**config.mk**
```make
export PLATFORM = sky130hd
export DESIGN_NAME = spi_in_rx
export DESIGN_NICKNAME = d
export VERILOG_FILES = /design/src/rtl/spi_in_rx.sv
export SDC_FILE = /design/constraint.sdc
export NUM_CORES = 1
export LEC_CHECK = 0
export CAP_MARGIN = 20
export CORE_MARGIN = 4
export CORE_UTILIZATION = 25
export CTS_BUF_LIST = sky130_fd_sc_hd__clkbuf_8 sky130_fd_sc_hd__clkbuf_16
export DETAILED_ROUTE_END_ITERATION = 7
export SLEW_MARGIN = 20
export SYNTH_ARGS = -nofsm -noshare
export SYNTH_HDL_FRONTEND = slang
export SYNTH_SLANG_ARGS = --single-unit
```
**constraint.sdc**
```tcl
create_clock -name clk -period 4 [get_ports clk]
set_input_delay 0.8 -clock clk [delete_from_list [all_inputs] [get_ports clk]]
set_output_delay 0.8 -clock clk [all_outputs]
set_load 0.03 [all_outputs]
```
**src/rtl/spi_in_rx.sv**
```systemverilog
// Slave-side 3-wire SPI word receiver, oversampled on the local clock.
// Optional build macro SPI_RX_TIMEOUT_EN adds a 1024-cycle frame inactivity timeout.
module spi_in_rx #(
  parameter int unsigned SPI_LEN     = 8,
  parameter int unsigned SYNC_STAGES = 2
) (
  input  logic               clk,
  input  logic               rst,
  input  logic               sclk,
  input  logic               din,
  input  logic               sync_n,
  output logic [SPI_LEN-1:0] data_out,
  output logic               valid,
  output logic               frame_err,
  output logic               busy
);

  localparam int unsigned CW = $clog2(SPI_LEN + 1);

  typedef enum logic [1:0] {
    S_IDLE,
    S_RECV,
    S_FULL,
    S_ERR
  } state_t;

  logic [SYNC_STAGES-1:0] r_sclk_sync;
  logic [SYNC_STAGES-1:0] r_din_sync;
  logic [SYNC_STAGES-1:0] r_syn_sync;
  logic                   r_sclk_d;
  logic                   r_din_d;
  logic                   r_syn_d;
  logic                   r_sclk_fall;
  logic                   r_syn_fall;
  logic                   r_syn_rise;
  logic                   w_sclk_s;
  logic                   w_din_s;
  logic                   w_syn_s;
  logic                   w_sclk_fall;
  logic                   w_syn_fall;
  logic                   w_syn_rise;

  state_t                 r_state;
  logic [CW-1:0]          r_cnt;
  logic [SPI_LEN-1:0]     r_shift;

  assign w_sclk_s    = r_sclk_sync[SYNC_STAGES-1];
  assign w_din_s     = r_din_sync[SYNC_STAGES-1];
  assign w_syn_s     = r_syn_sync[SYNC_STAGES-1];
  assign w_sclk_fall = r_sclk_d & ~w_sclk_s;
  assign w_syn_fall  = r_syn_d & ~w_syn_s;
  assign w_syn_rise  = ~r_syn_d & w_syn_s;

  // Synchronizers preset to idle-high; edge pulses and din are registered once more so they stay aligned.
  always_ff @(posedge clk or posedge rst) begin
    if (rst) begin
      r_sclk_sync <= '1;
      r_din_sync  <= '1;
      r_syn_sync  <= '1;
      r_sclk_d    <= 1'b1;
      r_din_d     <= 1'b1;
      r_syn_d     <= 1'b1;
      r_sclk_fall <= 1'b0;
      r_syn_fall  <= 1'b0;
      r_syn_rise  <= 1'b0;
    end else begin
      r_sclk_sync <= {r_sclk_sync[SYNC_STAGES-2:0], sclk};
      r_din_sync  <= {r_din_sync[SYNC_STAGES-2:0], din};
      r_syn_sync  <= {r_syn_sync[SYNC_STAGES-2:0], sync_n};
      r_sclk_d    <= w_sclk_s;
      r_din_d     <= w_din_s;
      r_syn_d     <= w_syn_s;
      r_sclk_fall <= w_sclk_fall;
      r_syn_fall  <= w_syn_fall;
      r_syn_rise  <= w_syn_rise;
    end
  end

`ifdef SPI_RX_TIMEOUT_EN
  localparam int unsigned TO_W = 10;
  logic            r_any_edge;
  logic [TO_W-1:0] r_idle_cnt;
  logic            w_timeout;

  assign w_timeout = (r_idle_cnt == {TO_W{1'b1}});

  // Inactivity counter restarts on any sclk or sync_n transition.
  always_ff @(posedge clk or posedge rst) begin
    if (rst) begin
      r_any_edge <= 1'b0;
      r_idle_cnt <= '0;
    end else begin
      r_any_edge <= (r_sclk_d ^ w_sclk_s) | (r_syn_d ^ w_syn_s);
      if (r_state == S_IDLE || r_any_edge || w_timeout) begin
        r_idle_cnt <= '0;
      end else begin
        r_idle_cnt <= r_idle_cnt + TO_W'(1);
      end
    end
  end
`else
  logic w_timeout;
  assign w_timeout = 1'b0;
`endif

  // Frame FSM; a sync_n rise always takes priority over a coincident sclk fall.
  always_ff @(posedge clk or posedge rst) begin
    if (rst) begin
      r_state   <= S_IDLE;
      r_cnt     <= '0;
      r_shift   <= '0;
      data_out  <= '0;
      valid     <= 1'b0;
      frame_err <= 1'b0;
      busy      <= 1'b0;
    end else begin
      valid     <= 1'b0;
      frame_err <= 1'b0;
      case (r_state)
        S_IDLE: begin
          if (r_syn_fall) begin
            r_cnt   <= '0;
            r_shift <= '0;
            r_state <= S_RECV;
            busy    <= 1'b1;
          end
        end
        S_RECV: begin
          if (r_syn_rise || w_timeout) begin
            frame_err <= 1'b1;
            r_state   <= S_IDLE;
            busy      <= 1'b0;
          end else if (r_sclk_fall) begin
            r_shift <= {r_shift[SPI_LEN-2:0], r_din_d};
            r_cnt   <= r_cnt + CW'(1);
            if (r_cnt == CW'(SPI_LEN - 1)) begin
              r_state <= S_FULL;
            end
          end
        end
        S_FULL: begin
          if (r_syn_rise) begin
            data_out <= r_shift;
            valid    <= 1'b1;
            r_state  <= S_IDLE;
            busy     <= 1'b0;
          end else if (w_timeout) begin
            frame_err <= 1'b1;
            r_state   <= S_IDLE;
            busy      <= 1'b0;
          end else if (r_sclk_fall) begin
            r_state <= S_ERR;
          end
        end
        S_ERR: begin
          if (r_syn_rise || w_timeout) begin
            frame_err <= 1'b1;
            r_state   <= S_IDLE;
            busy      <= 1'b0;
          end
        end
        default: begin
          r_state <= S_IDLE;
          busy    <= 1'b0;
        end
      endcase
    end
  end

endmodule

```
Word level (Yosys, flattened, before mapping):

Index checks and enable logic that the tools add are counted.

* input port bits: 5
* bits in registers: 37

* add/sub/neg operators: 1
* bitwise gates (word level): 6
* reduce and logical (&&, ||, !) cells: 8
* equality and inequality tests: 12
* muxes and demuxes: 22

Operators with widths (count)
* $mux 8: 3
* $pmux 8 s2: 1
* $mux 2: 7
* $mux 4: 3
* $ne 3x3->1 const B: 3
* $ne 2x2->1 const B: 4
* $pmux 2 s4: 1
* $pmux 4 s2: 1
* $mux 1: 5
* $reduce_and 5->1: 1
* $add 4x1->4 const B: 1
* $eq 2x2->1 const B: 2
* $eq 4x3->1 const B: 1
* $reduce_and 2->1: 2
* $reduce_and 4->1: 1
* $and 1x1->1: 3
* $not 1->1: 3
* $reduce_or 3->1: 1
* $eq 2x1->1 const B: 1
* $logic_not 2->1: 1
* $ne 2x1->1 const B: 1
* $pmux 1 s2: 1
* $reduce_bool 2->1: 1
* $reduce_or 2->1: 1

Longest topological paths before layout:

* depth in word-level cells: 5
* gate-level depth with buffers: 4
* mapped depth without buffers: 4

Least setup slack after synthesis:

No wires, ideal clock.

* path type: register to register
* start point: register r_cnt[0]
* end point: register r_cnt[2]
* cell stages (with the launch flop): 5
* slack: 2688 ps
* setup time: 121 ps
* data arrival time: 1191 ps
* buffers on the path: 0
* path through: dfrtp_1 > ha_1 > nand3b_4 > mux2_4 > a22o_1

* word-level cells in the longest chain between the ends: 4

RTL lines
* from (decl): line 44 `logic [CW-1:0] r_cnt;`
* from (signal assigned): line 135 `r_cnt <= r_cnt + CW'(1);`
* $add 4x1->4: line 135
* $mux 4: line 133 `end else if (r_sclk_fall) begin`
* $mux 4: line 129 `if (r_syn_rise || w_timeout) begin`
* $pmux 4 s2: line 119 `case (r_state)`

No other way between the ends. The select of a mux whose other input is x is not followed.
A chain may end at the register's enable or synchronous reset.

Final worst setup path:

* start point: register busy
* end point: output busy

RTL lines
* from (decl): line 15 `output logic busy`
* from (signal assigned): line 115 `busy <= 1'b0;`
* from (signal assigned): line 125 `busy <= 1'b1;`
* from (signal assigned): line 132 `busy <= 1'b0;`

No word-level cell between the ends.

==> metrics.csv <==
stage,metric,value,unit
run_status,status,"complete, no violations",
setup_path,"Slowest-stage cell, CP",clkdlybuf4s50_1,
synthesis,"EDFF count, synth",0,
timing,max frequency,470.0,MHz
setup_path,"critical path, cell by cell",clkdlybuf4s50_1,
timing,Final Setup Violations,0,
cells_and_area,fin util,31.40,%
synthesis,Synth area leaders,"dfrtp_1 49%, dfstp_2 17%, mux2_2 7.1%, a22o_1 6.1%, buf_6 3.9%",
pwr,VDD IR max,0.2444,mV
grt,Total GRT Usage,7.315,%
grt,initial antenna violation count,0,
cts,H-tree Lvls,2,
floorplan,Starting Density,25.90,%
setup_path,Worst setup EP type,output port,
job,maxcap violations,0,
setup_path,max incr delay on CP,0.68,ns
timing,Setup TNS,0,ns
min_path,Hold WC Path Type,flop to flop,
cells_and_area,nets,118,
setup_path,WP data arrival,1.33,ns
setup_path,cell family with most CP delay,buffers and inverters,
cts,CTS Root Cell,clkbuf_8,
timing,Worst slew margin,69.69,%
timing,"Period Utilization, post-route",53.19,%
setup_path,Critical Path Source Type,flop,
cts,Post-CTS Setup Inserts,0,
floorplan,Die Y,83.54,um
cells_and_area,Fillers,535,
timing,final hold violation count,0,
floorplan,Die W,83.54,um
timing,Final Critical Period,2.127,ns
cts,TritonCTS buffer count,5,
grt,first-pass GRT wire length,4.126,mm
synthesis,post-synth cell types,25,
synthesis,Syn Nets,100,
synthesis,register area share after synthesis,65.70,%
place,Placer Congestion,0.8154,
place,"Cell Area, Placed",1618,um^2
setup_path,CP Buf/Inv Count,1,
synthesis,Synth Instances,94,
synthesis,Synth Flop Type,dfrtp_1,
synthesis,Post-synth top cells,"28 x dfrtp_1, 10 x a22o_1, 9 x dfstp_2, 9 x mux2_2, 5 x buf_6",
synthesis,most frequent cell after synthesis,dfrtp_1,
cells_and_area,n_diodes,0,
place,Post-DP HPWL,1.513,mm
timing,Max Slew Vio Count,0,
synthesis,synthesized area,1426,um^2
route,DRC,0,
cts,clk sinks,37,
floorplan,core area,5507,um^2
route,DRT antenna net count,0,
grt,vias in the first global route,907,
timing,RSZ-0062 raised after global routing,no,
setup_path,Worst Path Required,3.20,ns
cells_and_area,post-route design area,1729,um^2
route,average wire per cell in the routed design,12.36,um
route,vias,801,
floorplan,Row Count,27,
cts,CTS tree,done,
cts,clk_lat worst skew,0.29,ns
setup_path,kind of critical path,flop to output port,
route,Initial DRC Count,25,
synthesis,Seq cells post-synth,37,
cts,Post-CTS Resized,0,
cells_and_area,ratio of cells with drive above 1 in the final layout,27.43,%
timing,clk_skew,0.004926,ns
cells_and_area,Synth-to-Final Area Change,21.23,%
route,Vias/cell,4.330,
pwr,P per Cell Area,453.4,nW/um^2
cts,clock-pin slew on the worst setup and hold paths,0.07,ns
place,placed cells,177,
cts,hold_buf cts,0,
synthesis,cell taking the most area after synthesis,dfrtp_1,
setup_path,CP Max Fanout,3,
pwr,leakage power,0.8367,nW
synthesis,Synth top area share,49.12,%
route,total routed wirelength,2.287,mm
route,First-pass DRT Iterations,4,
grt,largest net degree at the start of global routing,38,
place,Port-buffer cells,15,
cts,CTS max path bufs,2,
cells_and_area,Layout Cells excl Fill,185,
floorplan,DIE AREA,6978,um^2
timing,Worst Tran Pin Value,0.4546,ns
grt,gr ovfl total,0,
floorplan,IO Pins,16,
synthesis,Async SR Flop Fraction,100.0,%
synthesis,Synth Warn #,0,
synthesis,syn avg cell area,15.17,um^2
==> logic make-up after synthesis <==
family | count (synthesis) | synth area share (%)
adder cells (fa/ha/maj) | 1 | 0.8771
AND/OR/NAND/NOR | 19 | 9.913
buffers and inverters | 8 | 4.737
multiplexers | 10 | 8.158
flip-flops | 37 | 65.70
AO/OA/AOI/OAI | 19 | 10.61
==> cells in the final DEF, fill, tap and decap left out, drive strengths merged <==
cell	n
a21o	2
a21oi	2
a22o	10
a31oi	1
and2	1
and3	1
and4bb	1
buf	1
clkbuf	7
clkdlybuf4s50	15
dfrtp	28
dfstp	9
ha	1
inv	4
mux2	10
nand2	2
nand2b	2
nand3b	4
nand4	1
nor2	4
nor2b	3
o211ai	1
o21bai	1
o311ai	1
o32ai	1
==> worst paths after layout <==
path	start	endpoint	slack [ns]	depth (start not counted)
setup / recovery	busy$_DFFE_PP0P_	busy	1.87	1
hold / removal	r_din_sync[1]$_DFF_PP1_	r_din_d$_DFF_PP1_	0.36	0
setup reg to reg	r_syn_rise$_DFF_PP0_	r_cnt[0]$_DFFE_PP0P_	2.58	3
hold reg to reg	r_din_sync[1]$_DFF_PP1_	r_din_d$_DFF_PP1_	0.36	0
max in group asynchronous	rst	r_sclk_d$_DFF_PP1_	2.73	3
min in group asynchronous	rst	r_sclk_fall$_DFF_PP0_	0.93	3
==> registers in the layout (all words and copies together), names as in the netlist <==
| signal | count |
|---|---|
| r_sclk_d | 1 |
| r_sclk_fall | 1 |
| r_cnt | 4 |
| r_din_sync | 2 |
| r_din_d | 1 |
| data_out | 8 |
| r_shift | 8 |
| r_syn_d | 1 |
| r_syn_fall | 1 |
| valid | 1 |
| frame_err | 1 |
| r_syn_rise | 1 |
| r_sclk_sync | 2 |
| r_syn_sync | 2 |
| busy | 1 |
| r_state | 2 |
==> routing by layer <==
layer  wire, um  share of wire, %  vias up  track usage, %
met4         47               2.1        0           4.678
met5          0                 0        -               0
met2       1147                50       17           12.24
met3        102               4.5        6           2.270
li1           -                 -      368               -
met1        990                43      410           8.007
==> through the flow <==
| stage | setup WS, ns | power, mW | hold slack [ns] |
|---|---|---|---|
| 6_report | 1.873 | 0.7840 | 0.3555 |
| 4_1_cts | 1.847 | 0.7949 | 0.3568 |
| 5_1_grt | 1.820 | 0.8239 | 0.3596 |
| 2_1_floorplan | 2.382 | 0.4765 | 0.3452 |
| 3_5_place_dp | 2.167 | 0.4907 | 0.3468 |
| 3_3_place_gp | 2.176 | 0.4880 | 0.3465 |
==> cell type report <==
type | instances | area [um^2] | area share (%)
Clock buffer | 7 | 107.6 | 6.223
Clock inverter | 1 | 3.754 | 0.2171
Inverter | 3 | 11.26 | 0.6512
Multi-Input combinational cell | 49 | 421.7 | 24.38
Sequential cell | 37 | 937.1 | 54.20
Tap cell | 72 | 90.09 | 5.210
Timing Repair Buffer | 16 | 157.7 | 9.117
==> report_power, final <==
group          internal [mW]  leakage (nW)  switching [mW]
logic                 0.0318         0.302          0.0294
clock network          0.175        0.0608           0.126
registers              0.399         0.474          0.0223
total                  0.606         0.837           0.178
Power figures use the tool's default switching activity.
